<file path="config.mk">
export PLATFORM = sky130hd
export DESIGN_NAME = qif_synapse_driver
export DESIGN_NICKNAME = d
export VERILOG_FILES = /design/src/rtl/qif_synapse_driver.sv
export SDC_FILE = /design/constraint.sdc
export NUM_CORES = 1
export LEC_CHECK = 0
export CORE_MARGIN = 3
export CORE_UTILIZATION = 53
export DETAILED_ROUTE_END_ITERATION = 8
export PLACE_DENSITY_LB_ADDON = 0.08
export SKIP_LAST_GASP = 1
export SYNTH_ARGS = -nofsm -noshare
export SYNTH_HDL_FRONTEND = slang
export SYNTH_SLANG_ARGS = --single-unit
</file>
<file path="constraint.sdc">
create_clock -name clk -period 21.4 [get_ports clk]
set_input_delay 6.42 -clock clk [delete_from_list [all_inputs] [get_ports clk]]
set_output_delay 6.42 -clock clk [all_outputs]
set_load 0.05 [all_outputs]
</file>
<file path="src/rtl/qif_synapse_driver.sv">
// Synaptic current source for the QIF neuron: four spike lines with programmable
// weights feed a saturating accumulator that decays exponentially on a prescaled tick.
module qif_synapse_driver #(
  parameter int unsigned DECAY_PERIOD = 16,
  parameter int unsigned DECAY_SHIFT  = 3,
  parameter int unsigned ACC_W        = 10
) (
  input  logic       clk,
  input  logic       rst_n,
  input  logic       ena,
  input  logic [3:0] spike_in,
  input  logic       w_we,
  input  logic [1:0] w_addr,
  input  logic [7:0] w_data,
  output logic [7:0] i_syn,
  output logic       i_syn_sat
);

  localparam int unsigned PS_W  = (DECAY_PERIOD > 1) ? $clog2(DECAY_PERIOD) : 1;
  localparam int unsigned SUM_W = ACC_W + 3;
  localparam logic [ACC_W-1:0] ACC_MAX = '1;
  localparam logic [PS_W-1:0]  PS_LAST = PS_W'(DECAY_PERIOD - 1);

  logic [ACC_W-1:0] acc_q, acc_d;
  logic [PS_W-1:0]  ps_q, ps_d;
  logic [3:0]       spike_prev_q, spike_prev_d;
  logic [7:0]       w_q [4];
  logic [7:0]       w_d [4];

  logic             tick;
  logic [3:0]       ev;
  logic [ACC_W-1:0] dec_amt;
  logic [ACC_W-1:0] dec_val;
  logic [SUM_W-1:0] sum;

  // Weight file update; a same-edge spike still sees the old weight in w_q.
  always_comb begin
    for (int k = 0; k < 4; k++) begin
      w_d[k] = w_q[k];
    end
    if (w_we) begin
      w_d[w_addr] = w_data;
    end
  end

  // Prescaler, edge detect, decay-then-add with saturation.
  always_comb begin
    spike_prev_d = spike_in;
    ev           = spike_in & ~spike_prev_q;
    tick         = ena && (ps_q == PS_LAST);
    ps_d         = ps_q;
    acc_d        = acc_q;
    dec_amt      = acc_q >> DECAY_SHIFT;
    dec_val      = acc_q;
    sum          = '0;

    // Force a minimum step of 1 so small values decay all the way to zero.
    if (tick && (acc_q != '0) && (dec_amt == '0)) begin
      dec_amt = ACC_W'(1);
    end
    if (tick) begin
      dec_val = acc_q - dec_amt;
    end

    sum = SUM_W'(dec_val);
    for (int k = 0; k < 4; k++) begin
      if (ev[k]) begin
        sum = sum + SUM_W'(w_q[k]);
      end
    end

    if (ena) begin
      ps_d  = (ps_q == PS_LAST) ? '0 : ps_q + PS_W'(1);
      acc_d = (sum > SUM_W'(ACC_MAX)) ? ACC_MAX : sum[ACC_W-1:0];
    end
  end

  // State registers; spike history updates even while disabled so held lines are not replayed.
  always_ff @(posedge clk or negedge rst_n) begin
    if (!rst_n) begin
      acc_q        <= '0;
      ps_q         <= '0;
      spike_prev_q <= '0;
      for (int k = 0; k < 4; k++) begin
        w_q[k] <= '0;
      end
    end else begin
      acc_q        <= acc_d;
      ps_q         <= ps_d;
      spike_prev_q <= spike_prev_d;
      for (int k = 0; k < 4; k++) begin
        w_q[k] <= w_d[k];
      end
    end
  end

  // Output clip to the neuron's 8-bit current range.
  always_comb begin
    i_syn_sat = (acc_q > ACC_W'(255));
    i_syn     = i_syn_sat ? 8'hFF : acc_q[7:0];
  end

endmodule
</file>
==> summary.txt <==
Setup-failing EPs final: 0
worst reg2reg path endpoint: acc_q[7]
CTS max path bufs: 2
Vias: 3534
count leader, synth: dfrtp_1
top cells by count, synth: dfrtp_1 (50), ha_1 (41), mux2_2 (40), nand2_1 (33), o21ai_0 (32)
FF-to-FF path depth: 31
Die X: 96.1 um
Clk pin slew, worst setup/hold paths: 0.10 ns
die height: 96.1 um
CP Capture Type: flop
Sw Ratio: 49.2%
RSZ-0062 raised after global routing: false
Global Route Usage Sum: 23.7%
Net Switching: 0.370 mW
starting density of the core: 55.1%
Slowest-stage cell, CP: clkdlybuf4s50_1
Post-route DRC: 0
core footprint: 0.00781 sq mm
Port Buf Inserts: 26
run status: complete, no violations
YS warnings: 0
post-synthesis async set-or-reset flop share: 100%
R2R Setup Slk: 12.71 ns
Crit Path Class: in -> reg
Internal: 0.382 mW
number of iterations in the first detailed-routing pass: 4
Ant. Diodes: 0
hpwl dp: 8070 um
Die ar.: 0.00923 sq mm
power density cells: 157 mW/mm^2
vias in the first global route: 3300
Max FO, Critical Path: 24
antenna violations before repair: 0
clock skew: 0.00891 ns
Peak VDD IR: 0.0000675 V
Syn-to-layout area delta: 11.3%
post-synthesis register bit count: 50
Hold Crit Start: w_q[21]
post-route cell area: 0.00478 sq mm
vias per inst: 5.98
CP startpoint kind: input pin
ys flop type: dfrtp_1
Seq/Total Area, Yosys: 29.1%
nets@finish: 552
Worst path most repeated cell: ha_1
Hold Path Class: reg -> reg
Min Hold Slack: 0.526 ns
max-capacitance violation count: 0
Final Util: 61.3%
leading area contributor after synthesis: dfrtp_1
Net Count, Synth: 526
# rows: 32
Syn Area/Cell: 9.31 sq um
Flop pwr share: 19.3%
share of cells above drive strength 1: 12.9%
Comb pwr share: 70.9%
EDFF count, synth: 0
routability cong.: 0.869
Pwr Total: 0.752 mW
part of the cycle the worst path needs: 71.3%
PostCTS Resize Cnt: 0
setup tns final: 0 ns
H-Tree Level Count: 2
postcts setup bufs: 0
Least-Margin Pin Slew: 0.914 ns
clock sinks: 50
wire per inst: 17.6 um
placed cell areas: 0.00466 sq mm
1st-iter DRT viols: 191
Clock Latency Late Sink: 0.31 ns
Post-Syn Area: 0.00430 sq mm
Leak Pwr: 2.07 nW
max incr delay on CP: 1.05 ns
root buffer cell: clkbuf_8
Detail Route Antenna Nets: 0
Congestion Overflow GR: 0
Final Hold Viols: 0
Critical Path RT: 21.57 ns
post-synth top area share: 29.1%
min Tclk post-route: 15.25 ns
TritonCTS clock tree: done
Relative slew margins: 38.8%
Ports: 27
dominant cells by area after synthesis: dfrtp_1 (29%), ha_1 (12%), mux2_2 (10%)
hold path cells: 1
first-pass GRT wire length: 16800 um
maximum clock rate: 65.6 MHz
crit path DAT: 15.42 ns
total CTS buffers: 5
R2R Path Start: ps_q[0]
largest net degree at the start of global routing: 51
CTS Hold Bufs: 0
Fill cells: 701
Clock power frac: 9.8%
max-slew violations: 0
Distinct cells, synth: 55
Hold EP: w_q[21]
Syn Inst Count: 462
final wirelength: 10400 um
[worst max path at each step]
stage	from	endpoint	slack, ns	cells past startpoint
4_1_cts	ena	acc_q[7]	6.27	31
5_1_grt	ena	acc_q[7]	5.37	32
2_1_floorplan	ena	acc_q[0]	8.25	33
6_report	ena	acc_q[7]	6.15	31
3_5_place_dp	ena	acc_q[7]	5.94	31
3_3_place_gp	ena	acc_q[9]	6.12	31
[through the flow]
stage               std cells  worst slack, ns
floorplan                 462             8.25
global placement          583             6.12
detailed placement        583             5.94
CTS                       591             6.27
global route              591             5.37
finish                    591             6.15
[metal layers]
| layer | global-route usage (%) | part of all wire, % | up-vias |
|---|---|---|---|
| met4 | 4.03 | 1.1 | 0 |
| met5 | 0 | 0 | - |
| li1 | - | - | 1753 |
| met2 | 38.8 | 47 | 43 |
| met1 | 34.2 | 49 | 1731 |
| met3 | 2.89 | 2.8 | 7 |
[power groups by stage]
stage	clock network [mW]	logic [mW]	registers [mW]
after global routing	0.0791	0.593	0.149
final	0.0736	0.533	0.145
after detailed placement	0	0.525	0.147
after floorplan	0	0.413	0.137
after global placement	0	0.516	0.146
after CTS	0.0750	0.531	0.145
[sequential cells by signal, indices dropped and copies added, names as in the netlist]
name,flops
ps_q,4
acc_q,10
w_q,32
spike_prev_q,4
[placed cells by master, fill, tap and decap left out, types with 3 or more instances in the layout]
cell type,count
dfrtp_1,50
ha_1,41
mux2_2,40
nand2_1,33
o21ai_0,32
nor2_1,30
inv_1,26
clkdlybuf4s50_1,25
a21oi_1,23
o21a_1,13
a211oi_1,12
xnor2_1,12
a21o_1,11
nor2b_1,9
nand2b_1,9
nand3_1,9
o211ai_1,9
nor3_1,8
xor2_1,8
o31a_1,6
o31ai_1,6
mux2i_1,6
clkbuf_8,6
or3_1,5
o21bai_1,5
fa_1,5
a31oi_1,4
or2_2,3
[worst max-delay path: cells and delay by family]
family	cells	cell delay, ns
buffers and inverters	3	1.20
AOI/OAI and AO/OA	16	4.38
and+or+nand+nor	4	1.17
muxes	2	0.30
adders and majority gates	6	1.93
[final cells by class]
type | count | area [sq um] | area share [%]
Tap cell | 102 | 128 | 2.67
Clock inverter | 2 | 38.8 | 0.811
Timing Repair Buffer | 28 | 270 | 5.65
Clock buffer | 6 | 82.6 | 1.73
Inverter | 28 | 105 | 2.20
Multi-Input combinational cell | 375 | 2910 | 60.8
Sequential cell | 50 | 1250 | 26.2
[cells by family (layout without fill, tap and decap cells)]
| logic type | count (synthesis) | count (layout) | share of synthesized area [%] |
|---|---|---|---|
| AOI/OAI and AO/OA | 140 | 140 | 22.9 |
| and+or+nand+nor | 121 | 121 | 13.8 |
| DFF | 50 | 50 | 29.1 |
| adders and majority gates | 46 | 46 | 14.3 |
| muxes | 46 | 46 | 11.9 |
| buffers and inverters | 37 | 64 | 3.23 |
| xor gates and xnor gates | 22 | 22 | 4.83 |
Power figures use the tool's default switching activity.
